**src/rtl/i2c_pkg.sv**
```systemverilog
// Shared definitions for the I2C register target: controller states,
// default target address, register pointer width and an address helper.
package i2c_pkg;

    localparam logic [6:0] DEFAULT_ADDRESS = 7'h50;
    localparam int         PTR_W           = 4;

    typedef enum logic [3:0] {
        ST_IDLE,
        ST_ADDR,
        ST_ADDR_ACK,
        ST_PTR,
        ST_PTR_ACK,
        ST_WDATA,
        ST_WDATA_ACK,
        ST_RDATA,
        ST_RDATA_ACK,
        ST_WAIT_STOP
    } state_t;

    // General call (0) and the 10-bit address prefix 11110xx are never ours.
    function automatic logic addr_ackable(input logic [6:0] addr);
        return (addr != 7'h00) && (addr[6:2] != 5'b11110);
    endfunction

endpackage

```
**src/rtl/i2c_line_sync.sv**
```systemverilog
// Synchronizes SCL/SDA into clk, keeps one history flop per line and
// derives SCL edge pulses plus START/STOP pulses from the synchronized pair.
module i2c_line_sync #(
    parameter int SYNC_STAGES = 2
) (
    input  logic clk,
    input  logic reset,
    input  logic scl_i,
    input  logic sda_i,
    output logic sda,
    output logic scl_rise,
    output logic scl_fall,
    output logic start_det,
    output logic stop_det
);

    // Fewer than two stages is not a synchronizer; clamp to the safe minimum.
    localparam int STAGES = (SYNC_STAGES < 2) ? 2 : SYNC_STAGES;

    logic [STAGES-1:0] scl_sync_reg;
    logic [STAGES-1:0] sda_sync_reg;
    logic [STAGES-1:0] scl_sync_next;
    logic [STAGES-1:0] sda_sync_next;
    logic              scl_hist_reg;
    logic              sda_hist_reg;
    logic              scl_s;
    logic              sda_s;

    // Stage 0 takes the pad, every later stage takes its predecessor.
    assign scl_sync_next[0] = scl_i;
    assign sda_sync_next[0] = sda_i;

    genvar gi;
    generate
        for (gi = 1; gi < STAGES; gi++) begin : g_chain
            assign scl_sync_next[gi] = scl_sync_reg[gi-1];
            assign sda_sync_next[gi] = sda_sync_reg[gi-1];
        end
    endgenerate

    assign scl_s = scl_sync_reg[STAGES-1];
    assign sda_s = sda_sync_reg[STAGES-1];

    // Synchronizer chain and history flops; an idle bus reads as both lines high.
    always_ff @(posedge clk or posedge reset) begin
        if (reset) begin
            scl_sync_reg <= '1;
            sda_sync_reg <= '1;
            scl_hist_reg <= 1'b1;
            sda_hist_reg <= 1'b1;
        end else begin
            scl_sync_reg <= scl_sync_next;
            sda_sync_reg <= sda_sync_next;
            scl_hist_reg <= scl_s;
            sda_hist_reg <= sda_s;
        end
    end

    // SDA may only move under a high SCL when it is a START or a STOP.
    assign sda       = sda_s;
    assign scl_rise  = scl_s & ~scl_hist_reg;
    assign scl_fall  = ~scl_s & scl_hist_reg;
    assign start_det = scl_s & scl_hist_reg & sda_hist_reg & ~sda_s;
    assign stop_det  = scl_s & scl_hist_reg & ~sda_hist_reg & sda_s;

endmodule

```
**src/rtl/i2c_target.sv**
```systemverilog
// I2C target exposing a 16-entry register space: the first written byte
// sets the pointer, following bytes are written/read with auto-increment.
module i2c_target
    import i2c_pkg::*;
#(
    parameter logic [6:0] ADDRESS     = DEFAULT_ADDRESS,
    parameter int         SYNC_STAGES = 2
) (
    input  logic             clk,
    input  logic             reset,
    input  logic             scl_i,
    input  logic             sda_i,
    output logic             sda_oe,
    output logic [PTR_W-1:0] bus_addr,
    output logic [7:0]       bus_wdata,
    output logic             bus_wr,
    output logic             bus_rd,
    input  logic [7:0]       bus_rdata,
    output logic             busy
);

    localparam logic       ACK_ENABLED = addr_ackable(ADDRESS);
    localparam logic [3:0] BIT_LAST    = 4'd7;
    localparam logic [3:0] BYTE_DONE   = 4'd8;

    logic sda;
    logic scl_rise;
    logic scl_fall;
    logic start_det;
    logic stop_det;

    state_t             state_reg,     state_next;
    logic [3:0]         bit_cnt_reg,   bit_cnt_next;
    logic [7:0]         shift_reg,     shift_next;
    logic [PTR_W-1:0]   ptr_reg,       ptr_next;
    logic               rw_reg,        rw_next;
    logic               sda_oe_reg,    sda_oe_next;
    logic               bus_wr_reg,    bus_wr_next;
    logic               bus_rd_reg,    bus_rd_next;
    logic [PTR_W-1:0]   bus_addr_reg,  bus_addr_next;
    logic [7:0]         bus_wdata_reg, bus_wdata_next;
    logic               busy_reg,      busy_next;

    logic [7:0]         byte_in;
    logic               addr_match;

    i2c_line_sync #(
        .SYNC_STAGES (SYNC_STAGES)
    ) u_line_sync (
        .clk       (clk),
        .reset     (reset),
        .scl_i     (scl_i),
        .sda_i     (sda_i),
        .sda       (sda),
        .scl_rise  (scl_rise),
        .scl_fall  (scl_fall),
        .start_det (start_det),
        .stop_det  (stop_det)
    );

    // Byte as it will look once the bit on SDA right now is shifted in.
    assign byte_in    = {shift_reg[6:0], sda};
    assign addr_match = ACK_ENABLED && (shift_reg[7:1] == ADDRESS);

    // State and datapath registers; reset releases SDA without waiting for clk.
    always_ff @(posedge clk or posedge reset) begin
        if (reset) begin
            state_reg     <= ST_IDLE;
            bit_cnt_reg   <= '0;
            shift_reg     <= '0;
            ptr_reg       <= '0;
            rw_reg        <= 1'b0;
            sda_oe_reg    <= 1'b0;
            bus_wr_reg    <= 1'b0;
            bus_rd_reg    <= 1'b0;
            bus_addr_reg  <= '0;
            bus_wdata_reg <= '0;
            busy_reg      <= 1'b0;
        end else begin
            state_reg     <= state_next;
            bit_cnt_reg   <= bit_cnt_next;
            shift_reg     <= shift_next;
            ptr_reg       <= ptr_next;
            rw_reg        <= rw_next;
            sda_oe_reg    <= sda_oe_next;
            bus_wr_reg    <= bus_wr_next;
            bus_rd_reg    <= bus_rd_next;
            bus_addr_reg  <= bus_addr_next;
            bus_wdata_reg <= bus_wdata_next;
            busy_reg      <= busy_next;
        end
    end

    // Protocol sequencing: bits are taken on SCL rise, SDA drive moves on SCL fall.
    always_comb begin
        state_next     = state_reg;
        bit_cnt_next   = bit_cnt_reg;
        shift_next     = shift_reg;
        ptr_next       = ptr_reg;
        rw_next        = rw_reg;
        sda_oe_next    = sda_oe_reg;
        bus_wr_next    = 1'b0;
        bus_rd_next    = 1'b0;
        bus_addr_next  = bus_addr_reg;
        bus_wdata_next = bus_wdata_reg;
        busy_next      = busy_reg;

        // Read data arrives one clk after the request; it becomes the next byte out.
        if (bus_rd_reg) begin
            shift_next = bus_rdata;
        end

        if (start_det) begin
            state_next   = ST_ADDR;
            bit_cnt_next = '0;
            sda_oe_next  = 1'b0;
            busy_next    = 1'b0;
        end else if (stop_det) begin
            state_next  = ST_IDLE;
            sda_oe_next = 1'b0;
            busy_next   = 1'b0;
        end else begin
            case (state_reg)
                ST_IDLE, ST_WAIT_STOP: begin
                    // Only START/STOP matter here.
                end

                ST_ADDR, ST_PTR, ST_WDATA: begin
                    if (scl_rise && (bit_cnt_reg < BYTE_DONE)) begin
                        shift_next   = byte_in;
                        bit_cnt_next = bit_cnt_reg + 4'd1;
                        if (bit_cnt_reg == BIT_LAST) begin
                            if (state_reg == ST_PTR) begin
                                ptr_next = byte_in[PTR_W-1:0];
                            end else if (state_reg == ST_WDATA) begin
                                bus_wr_next    = 1'b1;
                                bus_addr_next  = ptr_reg;
                                bus_wdata_next = byte_in;
                                ptr_next       = ptr_reg + PTR_W'(1);
                            end
                        end
                    end else if (scl_fall && (bit_cnt_reg == BYTE_DONE)) begin
                        bit_cnt_next = '0;
                        if (state_reg == ST_ADDR) begin
                            if (addr_match) begin
                                state_next  = ST_ADDR_ACK;
                                sda_oe_next = 1'b1;
                                busy_next   = 1'b1;
                                rw_next     = shift_reg[0];
                            end else begin
                                state_next  = ST_WAIT_STOP;
                                sda_oe_next = 1'b0;
                            end
                        end else if (state_reg == ST_PTR) begin
                            state_next  = ST_PTR_ACK;
                            sda_oe_next = 1'b1;
                        end else begin
                            state_next  = ST_WDATA_ACK;
                            sda_oe_next = 1'b1;
                        end
                    end
                end

                ST_ADDR_ACK: begin
                    if (scl_rise && rw_reg) begin
                        // Fetch the first read byte while our ACK is on the bus.
                        bus_rd_next   = 1'b1;
                        bus_addr_next = ptr_reg;
                        ptr_next      = ptr_reg + PTR_W'(1);
                    end else if (scl_fall) begin
                        bit_cnt_next = '0;
                        if (rw_reg) begin
                            state_next  = ST_RDATA;
                            sda_oe_next = ~shift_reg[7];
                        end else begin
                            state_next  = ST_PTR;
                            sda_oe_next = 1'b0;
                        end
                    end
                end

                ST_PTR_ACK, ST_WDATA_ACK: begin
                    if (scl_fall) begin
                        state_next   = ST_WDATA;
                        bit_cnt_next = '0;
                        sda_oe_next  = 1'b0;
                    end
                end

                ST_RDATA: begin
                    if (scl_rise && (bit_cnt_reg < BYTE_DONE)) begin
                        bit_cnt_next = bit_cnt_reg + 4'd1;
                    end else if (scl_fall) begin
                        if (bit_cnt_reg == BYTE_DONE) begin
                            // Release SDA so the master can ACK/NACK.
                            state_next  = ST_RDATA_ACK;
                            sda_oe_next = 1'b0;
                        end else begin
                            shift_next  = {shift_reg[6:0], 1'b0};
                            sda_oe_next = ~shift_reg[6];
                        end
                    end
                end

                ST_RDATA_ACK: begin
                    if (scl_rise) begin
                        if (sda) begin
                            // NACK ends the read; no further fetch.
                            state_next = ST_WAIT_STOP;
                        end else begin
                            bus_rd_next   = 1'b1;
                            bus_addr_next = ptr_reg;
                            ptr_next      = ptr_reg + PTR_W'(1);
                        end
                    end else if (scl_fall) begin
                        state_next   = ST_RDATA;
                        bit_cnt_next = '0;
                        sda_oe_next  = ~shift_reg[7];
                    end
                end

                default: begin
                    state_next  = ST_IDLE;
                    sda_oe_next = 1'b0;
                end
            endcase
        end
    end

    assign sda_oe    = sda_oe_reg;
    assign bus_wr    = bus_wr_reg;
    assign bus_rd    = bus_rd_reg;
    assign bus_addr  = bus_addr_reg;
    assign bus_wdata = bus_wdata_reg;
    assign busy      = busy_reg;

endmodule

```
**config.mk**
```make
export PLATFORM = sky130hd
export DESIGN_NAME = i2c_target
export DESIGN_NICKNAME = d
export VERILOG_FILES = /design/src/rtl/i2c_pkg.sv /design/src/rtl/i2c_line_sync.sv /design/src/rtl/i2c_target.sv
export SDC_FILE = /design/constraint.sdc
export NUM_CORES = 1
export LEC_CHECK = 0
export BUFFER_PORTS_ARGS = -buffer_cell sky130_fd_sc_hd__buf_2
export CAP_MARGIN = 20
export CORE_MARGIN = 1.5
export CORE_UTILIZATION = 55
export CTS_BUF_LIST = sky130_fd_sc_hd__clkbuf_4
export DETAILED_ROUTE_END_ITERATION = 16
export HOLD_SLACK_MARGIN = 0.03
export PLACE_DENSITY = 0.8
export SLEW_MARGIN = 40
export SYNTH_ARGS = -nofsm -noshare
export SYNTH_HDL_FRONTEND = slang
export SYNTH_SLANG_ARGS = --single-unit
```
**constraint.sdc**
```tcl
create_clock -name clk -period 2.1 [get_ports clk]
set_input_delay 0 -clock clk [delete_from_list [all_inputs] [get_ports clk]]
set_output_delay 0 -clock clk [all_outputs]
set_load 0.02 [all_outputs]
```
# --- After elaboration in Yosys (flattened, before gate mapping) ---
# Index checks and enable logic that the tools add are counted.
word_totals:
  register_bits: 43
  in_bits: 12
  output_inout_bits: 16
  elab_cells: 182
op_classes:
  add_sub_neg: 2
  order_cmp: 1
  n_eq_ne: 39
  n_mux: 87
  n_bitwise: 17
  reduce_logical: 21
ops:
  columns: ["operator", "n"]
  rows:
  - ["$mux W4", 37]
  - ["$mux W8", 7]
  - ["$ne A4 B4 Y1 const B", 11]
  - ["$mux W1", 34]
  - ["$pmux W4 S3", 2]
  - ["$pmux W4 S6", 1]
  - ["$eq A4 B3 Y1 const B", 5]
  - ["$pmux W4 S5", 1]
  - ["$reduce_and A10 Y1", 2]
  - ["$ne A3 B3 Y1 const B", 6]
  - ["$ne A2 B2 Y1 const B", 8]
  - ["$pmux W8 S2", 1]
  - ["$reduce_bool A3 Y1", 5]
  - ["$reduce_and A7 Y1", 2]
  - ["$eq A4 B4 Y1 const B", 3]
  - ["$reduce_and A11 Y1", 1]
  - ["$not A1 Y1", 10]
  - ["$reduce_and A9 Y1", 1]
  - ["$add A4 B1 Y4 const B", 2]
  - ["$eq A4 B2 Y1 const B", 2]
  - ["$and A1 B1 Y1", 7]
  - ["$eq A7 B7 Y1 const B", 1]
  - ["$pmux W1 S6", 1]
  - ["$reduce_and A6 Y1", 1]
  - ["13 further kinds", 16]

# --- Logic depth before layout (Yosys ltp) ---
# Gate-level depths: netlist (run 1).
logic_depth:
  word_depth: 8
  ltp_mapped: 8
  ltp_nobuf: 7

# --- Hierarchy ---
# Synthesis (run 1) repeated with hierarchy kept, for this count alone.
unflattened:
  cells_unflattened: 242
  area_unflattened_um2: 2454.9
modules_own_cells:
  columns: ["module", "n_inst", "cells_each", "area_per_inst_um2", "seq_area_each_um2"]
  rows:
  - ["i2c_target", 1, 231, 2260.9, 925.9]
  - ["i2c_line_sync", 1, 11, 193.9, 157.7]

# --- Worst setup path after synthesis (run 1) ---
# Ideal clock, no wire load.
synth_path:
  path_kind: "register to register"
  from: "register u_line_sync.scl_sync_reg[1]"
  to: "register bus_wdata_reg[0], in the netlist bus_wdata[0]"
  setup_time_ps: 128
  t_arrival_ps: 2045
  required_ps: 1972
  slack_ps: -72
  path_stages_with_launch: 7
  n_path_buf: 2
  period_less_slack_ps: 2172
  cell_sequence: "dfstp_2 > ha_1 > clkbuf_1 > nand2b_1 > or4_1 > buf_2 > mux2_1"
synth_via:
  elab_chain_cells: 5
  elab_cells_between_ends: 10
  cone_classes: "8 x bitwise; 2 x reduce/logical"
synth_rtl:
  columns: ["element", "line_no", "rtl"]
  rows:
  - ["start, declared", "i2c_line_sync.sv:20", "logic [STAGES-1:0] scl_sync_reg;"]
  - ["start signal, assigned", "i2c_line_sync.sv:52", "scl_sync_reg <= scl_sync_next;"]
  - ["$and A1 B1 Y1", "i2c_line_sync.sv:63, i2c_line_sync.sv:64", null]
  - ["$and A1 B1 Y1, on equally long branches (2 in series)", "i2c_line_sync.sv:64, i2c_line_sync.sv:63", null]
  - ["$not A1 Y1 (no line)", null, null]
  - ["$reduce_and A7 Y1 (no line) (*)", null, null]
  - ["end signal, assigned", "i2c_target.sv:89", "bus_wdata_reg <= bus_wdata_next;"]
  - ["end, declared", "i2c_target.sv:41", "logic [7:0] bus_wdata_reg, bus_wdata_next;"]
# Every way passes the cells marked *; elsewhere a longest branch is shown, timed or not.
# A chain may end at the register's enable or synchronous reset.

# --- Worst setup path in the final report (run 1) ---
layout_path:
  from: "register bit_cnt_reg[0]"
  to: "register state_reg[0]"
layout_via:
  elab_chain_cells: 4
  elab_cells_between_ends: 9
  cone_classes: "1 x order compare; 5 x eq/ne; 3 x reduce/logical"
layout_rtl:
  columns: ["element", "line_no", "rtl"]
  rows:
  - ["start, declared", "i2c_target.sv:33", "logic [3:0] bit_cnt_reg, bit_cnt_next;"]
  - ["start signal, assigned", "i2c_target.sv:81", "bit_cnt_reg <= bit_cnt_next;"]
  - ["$lt A4 B4 Y1 / $eq A4 B4 Y1 (equally long branches)", null, null]
  - ["$logic_and A1 B1 Y1, on equally long branches", "i2c_target.sv:129, i2c_target.sv:191, i2c_target.sv:142", null]
  - ["$ne A4 B4 Y1 (no line)", null, null]
  - ["$reduce_and A11 Y1 (no line) (*)", null, null]
  - ["end signal, assigned", "i2c_target.sv:80", "state_reg <= state_next;"]
  - ["end, declared", "i2c_target.sv:32", "state_t state_reg, state_next;"]
# Marks and branches as above.

==> impl_metrics.py, run 1 <==
metrics = {
    "detailed_routing": {
        "met1_length_um": 2621,
        "ant_nets": 0,
        "wl_per_cell_um": 18.19,
        "vias": 2186,
        "avgViaCountPerCell": 6.055,
        "wl_um": 6568,
        "drtPass1Iterations": 4,
        "first_iter_violations": 203,
        "met2_wirelength_um": 3348,
        "met3_length_um": 348,
        "drc": 0,
        "maxUsedRoutingLayer": "met4",
    },
    "logic_synthesis": {
        "syn_nets": 252,
        "syn-cell-area_sq_um": 2507,
        "ys.flop_type": "dfrtp_1",
        "synth.largest_area_cell": "dfrtp_1",
        "synthTopCellsByCount": "37 x dfrtp_1, 16 x mux2_2, 14 x a21oi_1",
        "synth_cell_types": 67,
        "ys_ff_latch": 43,
        "syn_avg_cell_area_sq_um": 10.72,
        "yosysTopAreaCellShare_pct": 36.93,
        "yosysSeqAreaShare_pct": 43.21,
        "synthArstFlopShare_pct": 100.0,
        "synth_most_common_cell": "dfrtp_1",
        "yosys-top-cells-area": "dfrtp_1 37%, mux2_2 7.2%, dfstp_2 6.3%",
        "synthesis.instances": 234,
        "synth_warnings": 0,
        "synth_edf_count": 0,
    },
    "pwr": {
        "power_mw": 3.832,
        "power.density_nw_per_um2": 1168,
        "leakage_nw": 1.511,
        "irDropWorstVdd_uv": 743.8,
    },
    "placement": {
        "gp_congestion": 0.9419,
        "post-dp-hpwl_um": 4183,
        "portBuffers": 27,
        "dp_slack_ps": -64.26,
    },
    "clock_tree": {
        "clk_pin_slew_ps": 130,
        "root_buffer": "clkbuf_4",
        "cts.sinks": 43,
        "clk-insertion-delay-late_ps": 370,
        "htree_levels": 2,
        "numCtsBuffers": 5,
        "cts.path.max_buffers": 2,
        "cts_tree": "built",
    },
    "min_path": {
        "min_path_type": "input pin to asynchronous set/reset pin",
    },
    "critical_path": {
        "crit_arrival_ps": 2360,
        "cp-start-kind": "flop",
        "path_class": "flop to flop",
        "r2r_setup_slack_ps": -10,
        "reg2reg_depth": 8,
        "rr_startpoint": "bit_cnt_reg[0]",
        "endpoint_kind": "flop",
        "required_ps": 2350,
        "cp_slowest_cell": "dfrtp_1",
        "cpPeakStageDelay_ps": 450,
        "worstPathMaxFanout": 4,
        "crit_chain": "inv_1, ha_1, nand4b_1, buf_4, a31oi_4, o311ai_4, o21ai_1, mux2_1",
        "r2r-end": "state_reg[0]",
    },
    "timing": {
        "rsz0062_at_grt": "yes",
        "report.final.slew_viol_count": 0,
        "hold_viol_final": 0,
        "period_minus_slack_ps": 2110,
        "tns_ps": -10.49,
        "period_share_pct": 100.5,
        "fmax_mhz": 473.8,
        "setup_slack_ps": -10.49,
        "relSlewSlack_pct": 70.45,
        "skew_ps": 18.65,
        "setup_viol_count_final": 1,
        "worst_pin_slew_ps": 437.1,
    },
    "global_route": {
        "grt_pass1_vias": 2121,
        "antenna_found_initial": 0,
        "grt_pass1_wl_um": 10080,
        "globalRoute.totalOverflow": 0,
        "grt_util_all_layers_pct": 25.69,
        "grt_max_degree": 23,
    },
    "cells_and_area": {
        "fillCellCount": 293,
        "area_growth_pct": 30.84,
        "multiInputGateArea_sq_um": 1484,
        "diodes": 0,
        "final_util_pct": 74.83,
        "drive_gt1_share_pct": 42.39,
        "nNetsFinal": 326,
        "regArea_sq_um": 1086,
    },
    "floorplanning": {
        "die-width_um": 70.52,
        "initial_core_util_pct": 57.19,
        "dieHeight_um": 70.52,
        "ioPinCount": 28,
        "fp.coreArea_sq_um": 4384,
        "num_rows": 24,
        "dieArea_sq_um": 4973,
    },
    "run_status": {
        "violations": "setup timing",
        "status": "finished with violations",
    },
    "job": {
        "maxCapViolations": 0,
    },
}
## stage by stage
step	instances	hold WS, ps	area [sq um]
2_1_floorplan	234	4.478	2509
3_3_place_gp	333	57.35	2882
3_5_place_dp	333	58.06	2882
4_1_cts	355	198.5	3100
5_1_grt	361	180.5	3281
6_report	361	159.5	3281
## layout make-up
| cell class | count | area share [%] |
|---|---|---|
| Multi-Input combinational cell | 171 | 45.23 |
| Timing Repair Buffer | 78 | 16.97 |
| Sequential cell | 43 | 33.10 |
| Tap cell | 52 | 1.983 |
| Inverter | 9 | 1.030 |
| Clock inverter | 3 | 0.5339 |
| Clock buffer | 5 | 1.144 |
## how the worst max path moves through the flow
stage / startpoint / to / slack (ps) / depth (start not counted)
6_report: bit_cnt_reg[0] / state_reg[0] / -10 / 8
5_1_grt: u_line_sync.scl_sync_reg[1] / bit_cnt_reg[0] / -70 / 8
4_1_cts: u_line_sync.scl_hist_reg / state_reg[0] / -10 / 8
3_5_place_dp: u_line_sync.scl_hist_reg / state_reg[0] / -60 / 8
3_3_place_gp: u_line_sync.scl_hist_reg / state_reg[0] / -40 / 8
2_1_floorplan: u_line_sync.scl_sync_reg[1] / bus_wdata[0] / 30 / 6
## critical path, delay by kind of cell (launching register included)
family          cells  cell delay [ps]
compound gates      3              540
fa+ha+maj           1              200
buf+inv             2              300
flops               1              450
mux                 1              330
simple gates        1              180
## kinds of logic (layout without fill, tap and decap cells)
| logic type | Yosys count | in the layout | synth area share [%] |
|---|---|---|---|
| mux | 30 | 30 | 13.42 |
| simple gates | 74 | 74 | 18.61 |
| buf+inv | 20 | 95 | 3.692 |
| compound gates | 60 | 60 | 17.72 |
| flops | 43 | 43 | 43.21 |
| fa+ha+maj | 6 | 6 | 2.994 |
| xor+xnor | 1 | 1 | 0.3494 |
## what timing repair did
action | in CTS | in global routing
gates resized for setup | 8 | 25
hold buffers | 11 | 0
setup endpoints to repair | 16 | 29
pin swaps | 3 | 13
endpoints found under the hold margin | 30 | 0
setup buffers | 3 | 6
## power by group
part           switching (mW)  internal [mW]
Clock                   0.285          0.129
Sequential              0.232           1.03
Combinational            1.12           1.03
Total                    1.64           2.19
## cells in the final DEF (no fill, tap or decap), types with 2 or more instances in the layout
cell type	n
a31oi_1	2
mux2_1	13
inv_2	3
nand2b_1	7
buf_2	27
a2111oi_4	2
nand3b_1	2
nand3_1	6
nand2_1	12
nor3_1	5
a21boi_2	2
nor4b_1	2
ha_1	3
dfstp_2	6
nor2_1	8
dfrtp_1	35
nor4_1	2
dlygate4sd3_1	11
inv_1	6
nand2_2	2
nor3b_1	2
clkbuf_4	5
dfrtp_2	2
buf_4	37
o21ai_1	3
ha_4	2
or3_1	2
o311ai_4	2
nor2b_1	4
o22ai_1	3
a211oi_1	3
and2_1	4
a21oi_1	13
mux2_2	16
o21ai_0	11
buf_6	3
## metal layers
metal | GRT usage (%) | up-vias
met4 | 8.974 | 0
met5 | 0 | -
met1 | 33.18 | 1052
li1 | - | 1018
met3 | 4.040 | 23
met2 | 43.92 | 93
Note: power is estimated with default switching activity, not from simulation.
==> inputs of run 2 (changes only) <==
--- a/config.mk
+++ b/config.mk
@@ -16,4 +16,5 @@
 export SLEW_MARGIN = 40
 export SYNTH_ARGS = -nofsm -noshare
 export SYNTH_HDL_FRONTEND = slang
+export SYNTH_HIERARCHICAL = 1
 export SYNTH_SLANG_ARGS = --single-unit
==> run 2 against run 1 <==
Compared with the run above:
- the flow now finishes without violations
- non-clock buffer count fell by 2
- hold slack improved by 100 ps
- combinational power fell by 19%
- fmax rose by 0.62%
- critical endpoint is now bus_addr[1]
- largest cell class unchanged
- largest power group unchanged
==> impl_metrics.py, run 2 <==
metrics = {
    "critical_path": {
        "r2r_setup_slack_ps": 3,
        "endpoint_kind": "flop",
        "cpPeakStageDelay_ps": 610,
        "cp_slowest_cell": "dfstp_2",
        "rr_startpoint": "u_line_sync/scl_sync_reg[1]",
        "worstPathMaxFanout": 5,
        "required_ps": 2360,
        "r2r-end": "bus_addr[1]",
        "reg2reg_depth": 6,
        "crit_arrival_ps": 2360,
        "cp-start-kind": "flop",
        "crit_chain": "nor2b_4, or3b_4, nor3_4, o21ai_2, nand2b_4, mux2_4",
        "path_class": "flop to flop",
    },
    "detailed_routing": {
        "first_iter_violations": 142,
        "wl_um": 6636,
        "ant_nets": 0,
        "vias": 2165,
        "drtPass1Iterations": 4,
        "wl_per_cell_um": 18.08,
        "avgViaCountPerCell": 5.899,
        "drc": 0,
    },
    "clock_tree": {
        "numCtsBuffers": 5,
        "clk-insertion-delay-late_ps": 380,
        "clk_pin_slew_ps": 150,
        "htree_levels": 2,
        "cts.sinks": 43,
        "cts.path.max_buffers": 2,
        "cts_tree": "built",
        "root_buffer": "clkbuf_4",
    },
    "placement": {
        "dp.cells": 345,
        "gp_congestion": 0.9284,
        "portBuffers": 27,
        "post-dp-hpwl_um": 4561,
    },
    "pwr": {
        "p_sw_mw": 1.480,
        "leakage_nw": 1.470,
        "clockPowerShare_pct": 12.3,
        "power.share.combinational_pct": 49.6,
        "power.density_nw_per_um2": 1114,
        "swShare_pct": 42.20,
        "seqPwrFrac_pct": 38.1,
        "p_int_mw": 2.027,
        "irDropWorstVdd_uv": 613.9,
    },
    "logic_synthesis": {
        "syn_avg_cell_area_sq_um": 10.14,
        "synth_cell_types": 64,
        "synthTopCellsByCount": "37 x dfrtp_1, 24 x nand2_1, 16 x o21ai_0",
        "ys_ff_latch": 43,
        "syn_nets": 257,
        "yosysSeqAreaShare_pct": 44.14,
        "ys.flop_type": "dfrtp_1",
        "synthArstFlopShare_pct": 100.0,
        "synth_most_common_cell": "dfrtp_1",
        "synth_edf_count": 0,
        "yosys-top-cells-area": "dfrtp_1 38%, dfstp_2 6.4%, mux2i_1 5.3%",
        "syn-cell-area_sq_um": 2455,
        "yosysTopAreaCellShare_pct": 37.72,
        "synth.largest_area_cell": "dfrtp_1",
        "synth_warnings": 6,
        "synthesis.instances": 242,
    },
    "floorplanning": {
        "ioPinCount": 28,
        "dieArea_sq_um": 4873,
        "num_rows": 24,
        "initial_core_util_pct": 56.77,
        "die-width_um": 69.81,
        "dieHeight_um": 69.81,
        "fp.coreArea_sq_um": 4324,
    },
    "timing": {
        "report.final.slew_viol_count": 0,
        "setup_viol_count_final": 0,
        "rsz0062_at_grt": "yes",
        "worst_pin_slew_ps": 510.3,
        "fmax_mhz": 476.8,
        "hold_viol_final": 0,
        "skew_ps": 20.97,
        "relSlewSlack_pct": 65.67,
        "tns_ps": 0,
        "period_share_pct": 99.88,
        "period_minus_slack_ps": 2097,
    },
    "cells_and_area": {
        "drive_gt1_share_pct": 38.10,
        "layout.cells.non_filler": 367,
        "fillCellCount": 299,
        "layout_common_cells": "35 x dfrtp_1, 35 x buf_4, 27 x buf_2",
        "area_growth_pct": 28.24,
        "diodes": 0,
        "nNetsFinal": 329,
        "regArea_sq_um": 1086,
        "multiInputGateArea_sq_um": 1351,
    },
    "job": {
        "maxCapViolations": 0,
    },
    "global_route": {
        "globalRoute.totalOverflow": 0,
        "grt_pass1_wl_um": 10270,
        "grt_util_all_layers_pct": 26.87,
        "grt_max_degree": 38,
        "grt_pass1_vias": 2098,
        "antenna_found_initial": 0,
    },
    "min_path": {
        "min_path_type": "input pin to asynchronous set/reset pin",
    },
    "run_status": {
        "status": "completed",
    },
}
## run 2: cell type report
| class | instances | area share, % |
|---|---|---|
| clock buffer | 5 | 1.192 |
| inverter | 9 | 1.073 |
| multi-input combinational | 179 | 42.93 |
| clock inverter | 3 | 0.7552 |
| timing repair buffer | 76 | 17.49 |
| sequential | 43 | 34.50 |
| tap | 52 | 2.067 |
## run 2: worst max-delay path, delay by kind of cell, from the launching register on
family / cells / cell delay (ps)
and+or+nand+nor: 4 / 1000
DFF: 1 / 610
muxes: 1 / 310
AOI/OAI and AO/OA: 1 / 80
## run 2: per-layer routing
layer | global-route usage (%) | share of wire [%] | vias up
met5 | 0 | 0 | -
met4 | 8.974 | 2.2 | 0
met3 | 5.378 | 4.7 | 15
met2 | 43.81 | 51 | 78
met1 | 36.00 | 42 | 1045
li1 | - | - | 1027
## run 2: worst max-delay path by stage
stage	startpoint	endpoint	slack, ps	depth (start not counted)
floorplan	u_line_sync/sda_sync_reg[1]	bus_wdata[0]	-130	5
global placement	u_line_sync/scl_hist_reg	shift_reg[4]	40	6
detailed placement	u_line_sync/scl_hist_reg	shift_reg[5]	2	7
CTS	u_line_sync/sda_sync_reg[1]	bus_wdata[6]	-3	5
global route	u_line_sync/scl_sync_reg[1]	bit_cnt_reg[0]	-60	8
finish	u_line_sync/scl_sync_reg[1]	bus_addr[1]	3	6
## run 2: cell families after synthesis
| logic type | count (synthesis) | synth area share, % |
|---|---|---|
| and+or+nand+nor | 94 | 22.99 |
| AOI/OAI and AO/OA | 55 | 14.99 |
| DFF | 43 | 44.14 |
| muxes | 26 | 11.88 |
| buffers and inverters | 20 | 4.128 |
| adders and majority gates | 3 | 1.529 |
| xor gates and xnor gates | 1 | 0.3568 |
## run 2: timing repair
action / 4_1_cts / 5_1_grt
hold buffers: 10 / 1
setup buffers: 0 / 3
resized for setup: 3 / 21
setup endpoints to repair: 8 / 26
hold endpoints to repair: 52 / 1
pin swaps: 1 / 9
## run 2: power by group through the flow
stage / registers (mW) / clock network [mW] / logic, mW
CTS: 1.32 / 0.443 / 1.60
detailed placement: 1.33 / 0 / 1.58
finish: 1.34 / 0.431 / 1.74
global placement: 1.32 / 0 / 1.53
floorplan: 1.27 / 0 / 1.11
global route: 1.37 / 0.465 / 1.89
## run 2: through the flow
step                setup WS, ps  utilization [%]  hold WS (ps)  cell area (sq um)  total power [mW]
floorplan                 -125.0                -       -0.9771               2469             2.380
global placement           43.89            66.41         105.3               2872             2.857
detailed placement         2.026            66.41         106.9               2872             2.912
CTS                       -3.284            70.46         35.00               3047             3.366
global route              -60.96            72.80         252.3               3148             3.719
finish                     2.578            72.80         263.4               3148             3.507
==> inputs of run 3 (changes only) <==
--- a/config.mk
+++ b/config.mk
@@ -13,6 +13,7 @@
 export DETAILED_ROUTE_END_ITERATION = 16
 export HOLD_SLACK_MARGIN = 0.03
 export PLACE_DENSITY = 0.8
+export REMOVE_ABC_BUFFERS = 1
 export SLEW_MARGIN = 40
 export SYNTH_ARGS = -nofsm -noshare
 export SYNTH_HDL_FRONTEND = slang
==> run 3 against run 2 <==
Compared with the run above:
- the flow now finishes with violations (setup timing)
- clock skew decreased by 12 ps
- via count rose by 4.4%
- critical path depth increased by 2
- non-clock buffer count increased by 1
- hold slack better by 18 ps
==> impl_metrics.py, run 3 (synthesis gave the netlist of run 2 again) <==
metrics = {
    "placement": {
        "gp_congestion": 0.9721,
        "post-dp-hpwl_um": 4464,
        "dp.cells": 347,
        "portBuffers": 27,
    },
    "cells_and_area": {
        "fillCellCount": 334,
        "layout_common_cells": "37 x buf_4, 34 x dfrtp_1, 27 x buf_2",
        "multiInputGateArea_sq_um": 1356,
        "regArea_sq_um": 1087,
        "drive_gt1_share_pct": 37.66,
        "layout_commonest_cell": "buf_4",
        "nNetsFinal": 330,
        "layout.cells.non_filler": 368,
        "diodes": 0,
        "area_growth_pct": 28.85,
    },
    "critical_path": {
        "cp-start-kind": "flop",
        "r2r_setup_slack_ps": -20,
        "crit_family": "simple AND/OR/NAND/NOR gates",
        "endpoint_kind": "flop",
        "worstPathMaxFanout": 15,
        "cp_slowest_cell": "dfstp_2",
        "path_class": "flop to flop",
        "cpPeakStageDelay_ps": 610,
        "path_buf_inv": 2,
        "required_ps": 2360,
        "crit_chain": "nor2b_4, buf_4, nor2b_2, or4_4, a21oi_2, buf_12, nand2_1, o21ai_0",
        "crit_arrival_ps": 2380,
    },
    "clock_tree": {
        "cts.sinks": 43,
        "htree_levels": 2,
        "cts.path.max_buffers": 2,
        "clk-insertion-delay-late_ps": 360,
        "numCtsBuffers": 5,
        "cts_tree": "built",
        "root_buffer": "clkbuf_4",
        "clk_pin_slew_ps": 120,
    },
    "detailed_routing": {
        "ant_nets": 0,
        "wl_um": 6887,
        "met1_length_um": 2816,
        "met2_wirelength_um": 3422,
        "first_iter_violations": 157,
        "vias": 2260,
        "drc": 0,
        "drtPass1Iterations": 5,
        "wl_per_cell_um": 18.71,
        "met3_length_um": 389,
        "maxUsedRoutingLayer": "met4",
        "avgViaCountPerCell": 6.141,
    },
    "floorplanning": {
        "fp.coreArea_sq_um": 4324,
        "dieArea_sq_um": 4873,
        "num_rows": 24,
        "initial_core_util_pct": 56.77,
        "ioPinCount": 28,
        "die-width_um": 69.81,
        "dieHeight_um": 69.81,
    },
    "timing": {
        "fmax_mhz": 471.1,
        "hold_viol_final": 0,
        "worst_pin_slew_ps": 645.5,
        "report.final.slew_viol_count": 0,
        "period_minus_slack_ps": 2123,
        "period_share_pct": 101.1,
        "setup_slack_ps": -22.59,
        "timing.hold.ws_ps": 281.8,
        "skew_ps": 8.506,
        "relSlewSlack_pct": 56.41,
        "rsz0062_at_grt": "yes",
        "setup_viol_count_final": 3,
    },
    "pwr": {
        "power.density_nw_per_um2": 1113,
        "irDropWorstVdd_uv": 498.6,
        "leakage_nw": 1.465,
    },
    "run_status": {
        "status": "finished with violations",
        "violations": "setup timing",
    },
    "global_route": {
        "antenna_found_initial": 0,
        "grt_pass1_wl_um": 10560,
        "globalRoute.totalOverflow": 0,
        "grt_max_degree": 38,
        "grt_pass1_vias": 2259,
        "grt_util_all_layers_pct": 27.47,
    },
    "min_path": {
        "min_path_type": "input pin to flop",
    },
    "job": {
        "maxCapViolations": 0,
    },
}
run 3: what timing repair did:
item / CTS / global route
endpoints found under the hold margin: 53 / 0
pin swaps: 0 / 5
hold buffers: 11 / 0
setup endpoints to repair: 11 / 32
setup buffers: 0 / 2
gates resized for setup: 4 / 21
run 3: per-layer routing:
layer / GRT usage [%] / up-vias
li1: - / 1038
met3: 5.814 / 31
met2: 46.56 / 109
met1: 33.27 / 1082
met4: 13.03 / 0
met5: 0 / -
run 3: worst reg2reg max path: cells and delay by family, from the launching register on:
family,cells,cell delay [ps]
buffers and inverters,2,310
AND/OR/NAND/NOR,4,790
flip-flops,1,610
AO/OA/AOI/OAI,2,320
run 3: per-stage QoR:
stage          util, %  worst slack [ps]  TNS [ps]  power [mW]  cell area, sq um
2_1_floorplan        -            -109.8    -954.6       2.301              2387
3_3_place_gp     66.84             3.976         0       2.893              2890
3_5_place_dp     66.84            -50.02    -207.6       2.963              2890
4_1_cts          70.95             2.678         0       3.391              3068
5_1_grt          73.15            -80.05     -1089       3.715              3163
6_report         73.15            -22.59    -38.91       3.520              3163
run 3: worst paths after layout:
check / start / to / cells after the start
max: u_line_sync/scl_hist_reg / shift_reg[1] / 8
min: scl_i / u_line_sync/scl_sync_reg[0] / 2
max reg2reg: u_line_sync/scl_hist_reg / shift_reg[1] / 8
min reg2reg: u_line_sync/scl_sync_reg[0] / u_line_sync/scl_sync_reg[1] / 0
max in group asynchronous: reset / state_reg[2] / 4
min in group asynchronous: reset / bit_cnt_reg[1] / 4
run 3: power breakdown:
group          switching (mW)  internal, mW  leakage, nW
sequential              0.314          1.04        0.552
combinational           0.894         0.862        0.886
clock                   0.281         0.128       0.0272
total                    1.49          2.03         1.46
run 3: final cells by class:
class,instances,area share (%)
Clock buffer,5,1.187
Clock inverter,3,0.6329
Tap cell,52,2.057
Multi-Input combinational cell,179,42.88
Sequential cell,43,34.37
Timing Repair Buffer,77,17.80
Inverter,9,1.068
